**src/rtl/exec_pipe_pkg.sv**
```systemverilog
// Shared opcode and condition constants for the issue/execute pipeline, plus
// the op-class decodes (register-writing op, rs0/rs1 usage).
package exec_pipe_pkg;

  // ALU opcodes (4-bit, as presented on o_alu_do)
  localparam logic [3:0] ALU_NOP = 4'h0;
  localparam logic [3:0] ALU_ADD = 4'h1;
  localparam logic [3:0] ALU_SUB = 4'h2;
  localparam logic [3:0] ALU_AND = 4'h3;
  localparam logic [3:0] ALU_OR  = 4'h4;
  localparam logic [3:0] ALU_XOR = 4'h5;
  localparam logic [3:0] ALU_MOV = 4'h6;
  localparam logic [3:0] ALU_LSR = 4'h7;
  localparam logic [3:0] ALU_LSL = 4'h8;
  localparam logic [3:0] ALU_ASR = 4'h9;
  localparam logic [3:0] ALU_ASL = 4'hA;
  localparam logic [3:0] ALU_CND = 4'hB;

  // Condition codes latched for the branch unit
  localparam logic [1:0] CND_EQ   = 2'd0;
  localparam logic [1:0] CND_MORE = 2'd1;
  localparam logic [1:0] CND_LESS = 2'd2;

  // Every op except CND and NOP writes its destination register
  function automatic logic alu_writes(input logic [3:0] op);
    return (op != ALU_NOP) && (op != ALU_CND);
  endfunction

  // NOP is the only op that ignores rs0
  function automatic logic reads_rs0(input logic [3:0] op);
    return op != ALU_NOP;
  endfunction

  // Single-operand ops ignore rs1
  function automatic logic reads_rs1(input logic [3:0] op);
    case (op)
      ALU_MOV, ALU_LSR, ALU_LSL, ALU_ASR, ALU_ASL: return 1'b0;
      default:                                     return 1'b1;
    endcase
  endfunction

endpackage

```
**src/rtl/exec_pipe_regfile.sv**
```systemverilog
// NREG x SIZE register file: write-back and external write ports (external
// wins on the same address), two write-through operand read ports and an
// array-only asynchronous debug read port. Async active-high reset clears it.
module exec_pipe_regfile #(
  parameter  int unsigned SIZE = 8,
  parameter  int unsigned NREG = 8,
  localparam int unsigned RW   = $clog2(NREG)
) (
  input  logic            clk_i,
  input  logic            rst_i,
  input  logic            wb_en_i,
  input  logic [RW-1:0]   wb_addr_i,
  input  logic [SIZE-1:0] wb_data_i,
  input  logic            ext_en_i,
  input  logic [RW-1:0]   ext_addr_i,
  input  logic [SIZE-1:0] ext_data_i,
  input  logic [RW-1:0]   ra0_addr_i,
  output logic [SIZE-1:0] ra0_data_o,
  input  logic [RW-1:0]   ra1_addr_i,
  output logic [SIZE-1:0] ra1_data_o,
  input  logic [RW-1:0]   dbg_addr_i,
  output logic [SIZE-1:0] dbg_data_o
);

  logic [SIZE-1:0] mem_q [NREG];

  // Array update; the external write is applied last so it wins a collision
  always_ff @(posedge clk_i or posedge rst_i) begin
    if (rst_i) begin
      for (int unsigned i = 0; i < NREG; i++) mem_q[i] <= '0;
    end else begin
      if (wb_en_i)  mem_q[wb_addr_i]  <= wb_data_i;
      if (ext_en_i) mem_q[ext_addr_i] <= ext_data_i;
    end
  end

  // Operand reads see this edge's writes, with external ahead of write-back
  always_comb begin
    ra0_data_o = mem_q[ra0_addr_i];
    if (wb_en_i  && (wb_addr_i  == ra0_addr_i)) ra0_data_o = wb_data_i;
    if (ext_en_i && (ext_addr_i == ra0_addr_i)) ra0_data_o = ext_data_i;
    ra1_data_o = mem_q[ra1_addr_i];
    if (wb_en_i  && (wb_addr_i  == ra1_addr_i)) ra1_data_o = wb_data_i;
    if (ext_en_i && (ext_addr_i == ra1_addr_i)) ra1_data_o = ext_data_i;
  end

  assign dbg_data_o = mem_q[dbg_addr_i];

endmodule

```
**src/rtl/exec_pipe.sv**
```systemverilog
// Two-stage issue/execute pipeline in front of an external combinational ALU.
// EX stage drives the ALU; WB stage writes the result back to the register
// file; CND results latch into o_cnd.
// Optional build macro FORWARD_EN: bypass i_alu_out to the operand read so
// dependent back-to-back ops issue without a stall. Undefined: a RAW hazard
// on the EX-stage writer drops o_ready for one cycle.
module exec_pipe
  import exec_pipe_pkg::*;
#(
  parameter  int unsigned SIZE = 8,
  parameter  int unsigned NREG = 8,
  localparam int unsigned RW   = $clog2(NREG)
) (
  input  logic            i_clk,
  input  logic            i_rst,
  input  logic            i_valid,
  output logic            o_ready,
  input  logic [3:0]      i_op,
  input  logic [RW-1:0]   i_rd,
  input  logic [RW-1:0]   i_rs0,
  input  logic [RW-1:0]   i_rs1,
  input  logic            i_wr_en,
  input  logic [RW-1:0]   i_wr_addr,
  input  logic [SIZE-1:0] i_wr_data,
  output logic [3:0]      o_alu_do,
  output logic [SIZE-1:0] o_alu_reg0,
  output logic [SIZE-1:0] o_alu_reg1,
  input  logic [SIZE-1:0] i_alu_out,
  output logic [1:0]      o_cnd,
  output logic            o_wb_valid,
  input  logic [RW-1:0]   i_dbg_addr,
  output logic [SIZE-1:0] o_dbg_data
);

  logic            ex_valid_q, ex_valid_d;
  logic [3:0]      ex_op_q,    ex_op_d;
  logic [RW-1:0]   ex_rd_q,    ex_rd_d;
  logic [SIZE-1:0] ex_a_q,     ex_a_d;
  logic [SIZE-1:0] ex_b_q,     ex_b_d;
  logic            wb_valid_q, wb_valid_d;
  logic [RW-1:0]   wb_rd_q,    wb_rd_d;
  logic [SIZE-1:0] wb_data_q,  wb_data_d;
  logic [1:0]      cnd_q,      cnd_d;

  logic [SIZE-1:0] rf_rd0, rf_rd1, opa, opb;
  logic            ex_writes, hit0, hit1, accept;

  exec_pipe_regfile #(.SIZE(SIZE), .NREG(NREG)) u_regfile (
    .clk_i      (i_clk),
    .rst_i      (i_rst),
    .wb_en_i    (wb_valid_q),
    .wb_addr_i  (wb_rd_q),
    .wb_data_i  (wb_data_q),
    .ext_en_i   (i_wr_en),
    .ext_addr_i (i_wr_addr),
    .ext_data_i (i_wr_data),
    .ra0_addr_i (i_rs0),
    .ra0_data_o (rf_rd0),
    .ra1_addr_i (i_rs1),
    .ra1_data_o (rf_rd1),
    .dbg_addr_i (i_dbg_addr),
    .dbg_data_o (o_dbg_data)
  );

  // RAW detection against the op currently in EX (only sources the op reads)
  assign ex_writes = ex_valid_q && alu_writes(ex_op_q);
  assign hit0 = ex_writes && reads_rs0(i_op) && (i_rs0 == ex_rd_q);
  assign hit1 = ex_writes && reads_rs1(i_op) && (i_rs1 == ex_rd_q);

`ifdef FORWARD_EN
  assign o_ready = !i_rst;
  assign opa = hit0 ? i_alu_out : rf_rd0;
  assign opb = hit1 ? i_alu_out : rf_rd1;
`else
  assign o_ready = !i_rst && !(hit0 || hit1);
  assign opa = rf_rd0;
  assign opb = rf_rd1;
`endif

  assign accept = i_valid && o_ready;

  // Next state: EX takes the accepted op or a bubble; WB and CND take EX results
  always_comb begin
    ex_valid_d = accept;
    ex_op_d    = ex_op_q;
    ex_rd_d    = ex_rd_q;
    ex_a_d     = ex_a_q;
    ex_b_d     = ex_b_q;
    if (accept) begin
      ex_op_d = i_op;
      ex_rd_d = i_rd;
      ex_a_d  = opa;
      ex_b_d  = opb;
    end
    wb_valid_d = ex_writes;
    wb_rd_d    = ex_rd_q;
    wb_data_d  = i_alu_out;
    cnd_d      = cnd_q;
    if (ex_valid_q && (ex_op_q == ALU_CND)) cnd_d = i_alu_out[1:0];
  end

  // Pipeline registers; reset discards everything in flight
  always_ff @(posedge i_clk or posedge i_rst) begin
    if (i_rst) begin
      ex_valid_q <= 1'b0;
      ex_op_q    <= ALU_NOP;
      ex_rd_q    <= '0;
      ex_a_q     <= '0;
      ex_b_q     <= '0;
      wb_valid_q <= 1'b0;
      wb_rd_q    <= '0;
      wb_data_q  <= '0;
      cnd_q      <= CND_EQ;
    end else begin
      ex_valid_q <= ex_valid_d;
      ex_op_q    <= ex_op_d;
      ex_rd_q    <= ex_rd_d;
      ex_a_q     <= ex_a_d;
      ex_b_q     <= ex_b_d;
      wb_valid_q <= wb_valid_d;
      wb_rd_q    <= wb_rd_d;
      wb_data_q  <= wb_data_d;
      cnd_q      <= cnd_d;
    end
  end

  assign o_alu_do   = ex_valid_q ? ex_op_q : ALU_NOP;
  assign o_alu_reg0 = ex_valid_q ? ex_a_q : '0;
  assign o_alu_reg1 = ex_valid_q ? ex_b_q : '0;
  assign o_cnd      = cnd_q;
  assign o_wb_valid = wb_valid_q;

endmodule

```
**config.mk**
```make
export PLATFORM = sky130hd
export DESIGN_NAME = exec_pipe
export DESIGN_NICKNAME = d
export VERILOG_FILES = /design/src/rtl/exec_pipe_pkg.sv /design/src/rtl/exec_pipe_regfile.sv /design/src/rtl/exec_pipe.sv
export SDC_FILE = /design/constraint.sdc
export NUM_CORES = 1
export LEC_CHECK = 0
export BUFFER_PORTS_ARGS = -buffer_cell sky130_fd_sc_hd__buf_2
export CAP_MARGIN = 20
export CELL_PAD_IN_SITES_DETAIL_PLACEMENT = 0
export CELL_PAD_IN_SITES_GLOBAL_PLACEMENT = 2
export CORE_UTILIZATION = 44
export DETAILED_ROUTE_END_ITERATION = 12
export GPL_TIMING_DRIVEN = 1
export PLACE_DENSITY = 0.95
export SYNTH_ARGS = -nofsm -noshare
export SYNTH_HDL_FRONTEND = slang
export SYNTH_HIERARCHICAL = 1
export SYNTH_SLANG_ARGS = --single-unit
```
**constraint.sdc**
```tcl
create_clock -name i_clk -period 5.9 [get_ports i_clk]
set_input_delay 1.77 -clock i_clk [delete_from_list [all_inputs] [get_ports i_clk]]
set_output_delay 1.77 -clock i_clk [all_outputs]
set_load 0.1 [all_outputs]
```
==> flow_metrics.py, run 1 <==
metrics = {
    "clock_network": {
        "clk_root_buffer_cell": "clkbuf_16",
        "insertion_delay_ps": 360,
        "h-tree-depth": 3,
        "hold_buffers": 0,
        "clkSlewWorstSetupHoldPaths_ps": 60,
        "cts_setup_buffers": 0,
        "tritoncts": "done",
        "cts.sinks": 102,
        "cts_buffers": 9,
        "ctsResizeCount": 0,
        "cts_max_path_buffers": 2,
    },
    "yosys": {
        "synth_area_leaders": "dfrtp_1, mux2i_1, mux4_2, mux4_1, mux2_2",
        "yosysWarnings": 6,
        "syn_inst": 582,
        "synth_edf_count": 0,
        "synth_seq_area_share_pct": 37.44,
        "syn-cell-area_um2": 6818,
        "ys_async_sr_fraction_pct": 100.0,
        "synthDistinctLibCells": 39,
        "synth_top_area_share_pct": 37.44,
        "synth_top_area_cell": "dfrtp_1",
        "ys_ff_latch": 102,
        "syn_nets": 621,
        "synth-main-ff-cell": "dfrtp_1",
        "syn_area_per_cell_um2": 11.71,
    },
    "min_path": {
        "hold_path_class": "reg2reg",
    },
    "status": {
        "outcome": "finished clean",
    },
    "grt": {
        "grt_max_degree": 65,
        "antenna_found_initial": 0,
        "first_global_vias": 4750,
        "top_usage_layer": "met2",
        "met3_usage_pct": 4.471,
        "grt_usage_pct": 22.69,
        "grtUsageMet1_pct": 31.52,
        "overflow": 0,
        "met2_usage_pct": 34.64,
        "grt_pass1_wl_um": 27120,
    },
    "timing": {
        "setup_viol": 0,
        "finalHoldViolations": 0,
        "clock_skew_ps": 10.80,
        "layout_min_cycle_time_ps": 5086,
        "worst_pin_slew_ps": 1091,
        "slew_viol_final": 0,
        "slew_headroom_pct": 26.94,
        "fin_crit_sh_pct": 86.21,
        "fmax_mhz": 196.6,
        "finalSetupTns_ps": 0,
        "worst_slack_ps": 813.9,
        "grt_setup_unrepaired": "false",
    },
    "setup_path": {
        "path_cells": "buf_2 -> mux4_2 -> mux2_2 -> buf_2",
        "cp-start-kind": "input pin",
        "critical_path_class": "in2out",
        "worstSetupEndpointType": "output port",
        "worst_ep_arrival_time_ps": 3320,
        "cp_max_fo": 16,
        "cpMostUsedCell": "buf_2",
        "critPathMaxStageDelay_ps": 570,
        "critPathSlowestCell": "mux4_2",
        "critical_path_required_ps": 4130,
    },
    "floorplan": {
        "dieArea_um2": 16000,
        "core_area_um2": 15150,
        "die_h_um": 126.5,
        "std_cell_rows": 45,
        "io_pins": 71,
        "die_w_um": 126.5,
        "initial_core_util_pct": 45.01,
    },
    "drt": {
        "first_pass_iters": 4,
        "routed_wl_um": 17210,
        "vias": 4800,
        "drc": 0,
        "viasPerCell": 5.963,
        "wl_per_cell_um": 21.38,
        "drtIter0Drc": 330,
        "final_antenna_net_count": 0,
    },
    "pwr": {
        "p_leak_nw": 3.324,
        "p_per_area_nw_per_um2": 395.9,
        "max-vdd-ir-drop_mv": 0.1294,
        "p_total_w": 0.002957,
    },
    "place": {
        "dpl.hpwl_um": 12110,
        "place_ws_ps": 797.2,
        "dpl_cell_area_um2": 7119,
        "io_buffers": 70,
        "globalplace.congestion": 0.8743,
    },
    "cells_and_area": {
        "diodes": 0,
        "final_common_cell": "dfrtp_1",
        "postLayoutCellArea_um2": 7470,
        "final_cell_mix": "dfrtp_1, mux2i_1, buf_2",
        "nets": 653,
        "drive_gt1_share_pct": 30.79,
        "syn_to_final_growth_pct": 9.561,
    },
    "run": {
        "drv_cap": 0,
    },
}
report_power, final:
part / switching [W] / internal, W / total, W
registers: 0.000232 / 0.000917 / 0.00115
clock network: 0.000255 / 0.000378 / 0.000633
logic: 0.000667 / 0.000509 / 0.00118
total: 0.00115 / 0.00180 / 0.00296
flip-flops by register name, summed over array words and instances (netlist names):
name / flops
ex_rd_q: 3
ex_b_q: 8
u_regfile/mem_q: 64
o_cnd: 2
ex_a_q: 8
wb_data_q: 8
o_wb_valid: 1
ex_valid_q: 1
wb_rd_q: 3
ex_op_q: 4
per-stage QoR:
stage	cells	util [%]	hold WS [ps]
2_1_floorplan	582	-	427.4
3_3_place_gp	788	46.93	449.5
3_5_place_dp	789	47.01	446.3
4_1_cts	803	49.06	465.6
5_1_grt	805	49.32	492.9
6_report	805	49.32	461.6
cell usage after synthesis (16+ instances only):
cell type,n
a21oi_1,32
and2_1,19
buf_2,25
clkbuf_1,26
dfrtp_1,102
mux2_2,30
mux2_4,19
mux2i_1,80
mux4_1,16
mux4_2,32
nand2_1,51
nor2_1,34
o21ai_1,41
layout make-up:
type | count | area [µm²]
Fill cell | 1310 | 7676
Multi-Input combinational cell | 415 | 3887
Sequential cell | 102 | 2552
Timing Repair Buffer | 82 | 467.9
Clock buffer | 10 | 239.0
Tap cell | 188 | 235.2
Clock inverter | 4 | 72.57
Inverter | 4 | 15.01
per-layer routing:
| layer | up-vias | wire length [µm] |
|---|---|---|
| met3 | 29 | 1147 |
| met4 | 0 | 420 |
| met1 | 2397 | 7631 |
| met5 | - | 0 |
| met2 | 178 | 8013 |
| li1 | 2196 | - |
worst paths after layout:
kind	endpoint	cells past startpoint	start	slack (ps)
worst min register to register	wb_rd_q[2]$_DFF_PP0_	0	ex_rd_q[2]$_DFFE_PP0P_	460
worst min-delay path	wb_rd_q[2]$_DFF_PP0_	0	ex_rd_q[2]$_DFFE_PP0P_	460
worst max-delay path	o_dbg_data[1]	4	i_dbg_addr[1]	810
max in group asynchronous	u_regfile/mem_q[22]$_DFF_PP0_	3	i_rst	3620
worst max register to register	u_regfile/mem_q[19]$_DFF_PP0_	3	wb_rd_q[2]$_DFF_PP0_	3760
min in group asynchronous	wb_rd_q[2]$_DFF_PP0_	2	i_rst	1370
worst max-delay path: cells and delay by family:
| family | cells | cell delay, ps |
|---|---|---|
| buffers and inverters | 2 | 680 |
| muxes | 2 | 860 |
cells by family (layout without fill, tap and decap cells):
family / after synthesis / in the layout / synth area share (%)
multiplexers: 177 / 177 / 37.62
XOR/XNOR: 18 / 18 / 2.312
AO/OA/AOI/OAI: 82 / 82 / 6.148
buffers and inverters: 65 / 100 / 5.542
flip-flops: 102 / 102 / 37.44
AND/OR/NAND/NOR: 138 / 138 / 10.94
Note: power is estimated with default switching activity, not from simulation.
==> run 2, diff against run 1 <==
Settings changed: PLACE_DENSITY 0.95 to not set, PLACE_DENSITY_LB_ADDON set to 0.1.
==> flow_metrics.py, run 2 (synthesis gave the netlist of run 1 again) <==
metrics = {
    "cells_and_area": {
        "finalNonFillerCells": 804,
        "final_common_cell": "dfrtp_1",
        "top_register": "u_regfile/mem_q",
        "utilization_pct": 49.10,
        "largest_reg_flops": 64,
        "nets": 651,
        "diodes": 0,
        "syn_to_final_growth_pct": 9.066,
        "final_cell_mix": "dfrtp_1, mux2i_1, buf_2",
        "drive_gt1_share_pct": 30.84,
    },
    "place": {
        "globalplace.congestion": 0.8334,
        "io_buffers": 70,
        "dpl.hpwl_um": 12920,
        "place_ws_ps": 754.3,
        "place_inst": 789,
    },
    "grt": {
        "grt_pass1_wl_um": 29560,
        "grt_max_degree": 65,
        "first_global_vias": 4654,
        "overflow": 0,
        "grt_usage_pct": 25.34,
        "antenna_found_initial": 0,
    },
    "setup_path": {
        "cp_max_fo": 16,
        "critical_path_required_ps": 4130,
        "worst_ep_arrival_time_ps": 3340,
        "reg2reg_from": "ex_rd_q[1]$_DFFE_PP0P_",
        "worstSetupEndpointType": "output port",
        "cp-start-kind": "input pin",
        "critical_path_class": "in2out",
        "cp-startpoint": "i_dbg_addr[1]",
    },
    "clock_network": {
        "cts.sinks": 102,
        "h-tree-depth": 3,
        "hold_buffers": 0,
        "cts_max_path_buffers": 2,
        "clk_root_buffer_cell": "clkbuf_16",
        "ctsResizeCount": 0,
        "cts_buffers": 9,
        "tritoncts": "done",
        "insertion_delay_ps": 350,
        "cts_setup_buffers": 0,
        "clkSlewWorstSetupHoldPaths_ps": 70,
    },
    "timing": {
        "finalHoldViolations": 0,
        "layout_min_cycle_time_ps": 5109,
        "slew_headroom_pct": 23.47,
        "slew_viol_final": 0,
        "worst_slack_ps": 791.4,
        "clock_skew_ps": 4.745,
        "finalSetupTns_ps": 0,
        "setup_viol": 0,
        "fmax_mhz": 195.7,
        "worst_pin_slew_ps": 1143,
        "grt_setup_unrepaired": "false",
        "fin_crit_sh_pct": 86.59,
    },
    "status": {
        "outcome": "finished clean",
    },
    "drt": {
        "drc": 0,
        "routed_wl_um": 19150,
        "viasPerCell": 5.919,
        "vias": 4759,
        "drtIter0Drc": 316,
        "final_antenna_net_count": 0,
        "first_pass_iters": 5,
        "wl_per_cell_um": 23.82,
    },
    "floorplan": {
        "core_area_um2": 15150,
        "die_h_um": 126.5,
        "initial_core_util_pct": 45.01,
        "std_cell_rows": 45,
        "io_pins": 71,
        "dieArea_um2": 16000,
        "die_w_um": 126.5,
    },
    "pwr": {
        "p_leak_nw": 3.301,
        "max-vdd-ir-drop_mv": 0.1579,
        "p_per_area_nw_per_um2": 398.5,
    },
    "run": {
        "drv_cap": 0,
    },
    "min_path": {
        "hold_path_class": "reg2reg",
        "hp-start": "ex_rd_q[2]$_DFFE_PP0P_",
    },
}
[run 2: cell types whose count changed in the layout (fill, tap and decap cells not counted), sizes merged]
| cell | before | now |
|---|---|---|
| clkbuf | 10 | 11 |
| buf | 82 | 80 |
[run 2: path summary, 6_finish.rpt]
path | slack, ps | cells after the start | end
worst max-delay path | 790 | 4 | o_dbg_data[3]
max in group asynchronous | 3620 | 3 | u_regfile/mem_q[22]$_DFF_PP0_
worst max register to register | 3470 | 6 | ex_a_q[2]$_DFFE_PP0P_
min in group asynchronous | 1440 | 2 | wb_data_q[0]$_DFF_PP0_
worst min register to register | 480 | 0 | wb_rd_q[2]$_DFF_PP0_
worst min-delay path | 480 | 0 | wb_rd_q[2]$_DFF_PP0_
[run 2: layout make-up]
cell class | instances | area (µm²)
Clock buffer | 11 | 232.7
Inverter | 4 | 15.01
Tap cell | 188 | 235.2
Fill cell | 1376 | 7710
Sequential cell | 102 | 2552
Timing Repair Buffer | 80 | 425.4
Clock inverter | 4 | 72.57
Multi-Input combinational cell | 415 | 3902
[run 2: power by group]
part	switching [W]	internal (W)	total, W
sequential	0.000229	0.000917	0.00115
clock	0.000260	0.000369	0.000630
combinational	0.000681	0.000507	0.00119
[run 2: stage by stage]
step | hold WS (ps) | total power [W] | instance area, µm²
floorplan | 427.4 | 0.002085 | 6818
global placement | 464.2 | 0.002311 | 7131
detailed placement | 457.8 | 0.002338 | 7131
CTS | 475.6 | 0.002980 | 7436
global route | 486.7 | 0.003122 | 7436
finish | 481.9 | 0.002963 | 7436
[run 2: per-layer routing]
layer | up-vias | part of all wire (%) | GRT usage, % | routed length, µm
li1 | 2182 | - | - | -
met1 | 2388 | 47 | 37.14 | 9047
met2 | 171 | 45 | 37.76 | 8538
met3 | 18 | 6.5 | 5.188 | 1252
met4 | 0 | 1.6 | 7.725 | 313
met5 | - | 0 | 0 | 0
[run 2: worst max-delay path, cell delays in order]
cell    delay (ps)
buf_2          400
mux4_2         550
mux2_2         300
buf_2          300
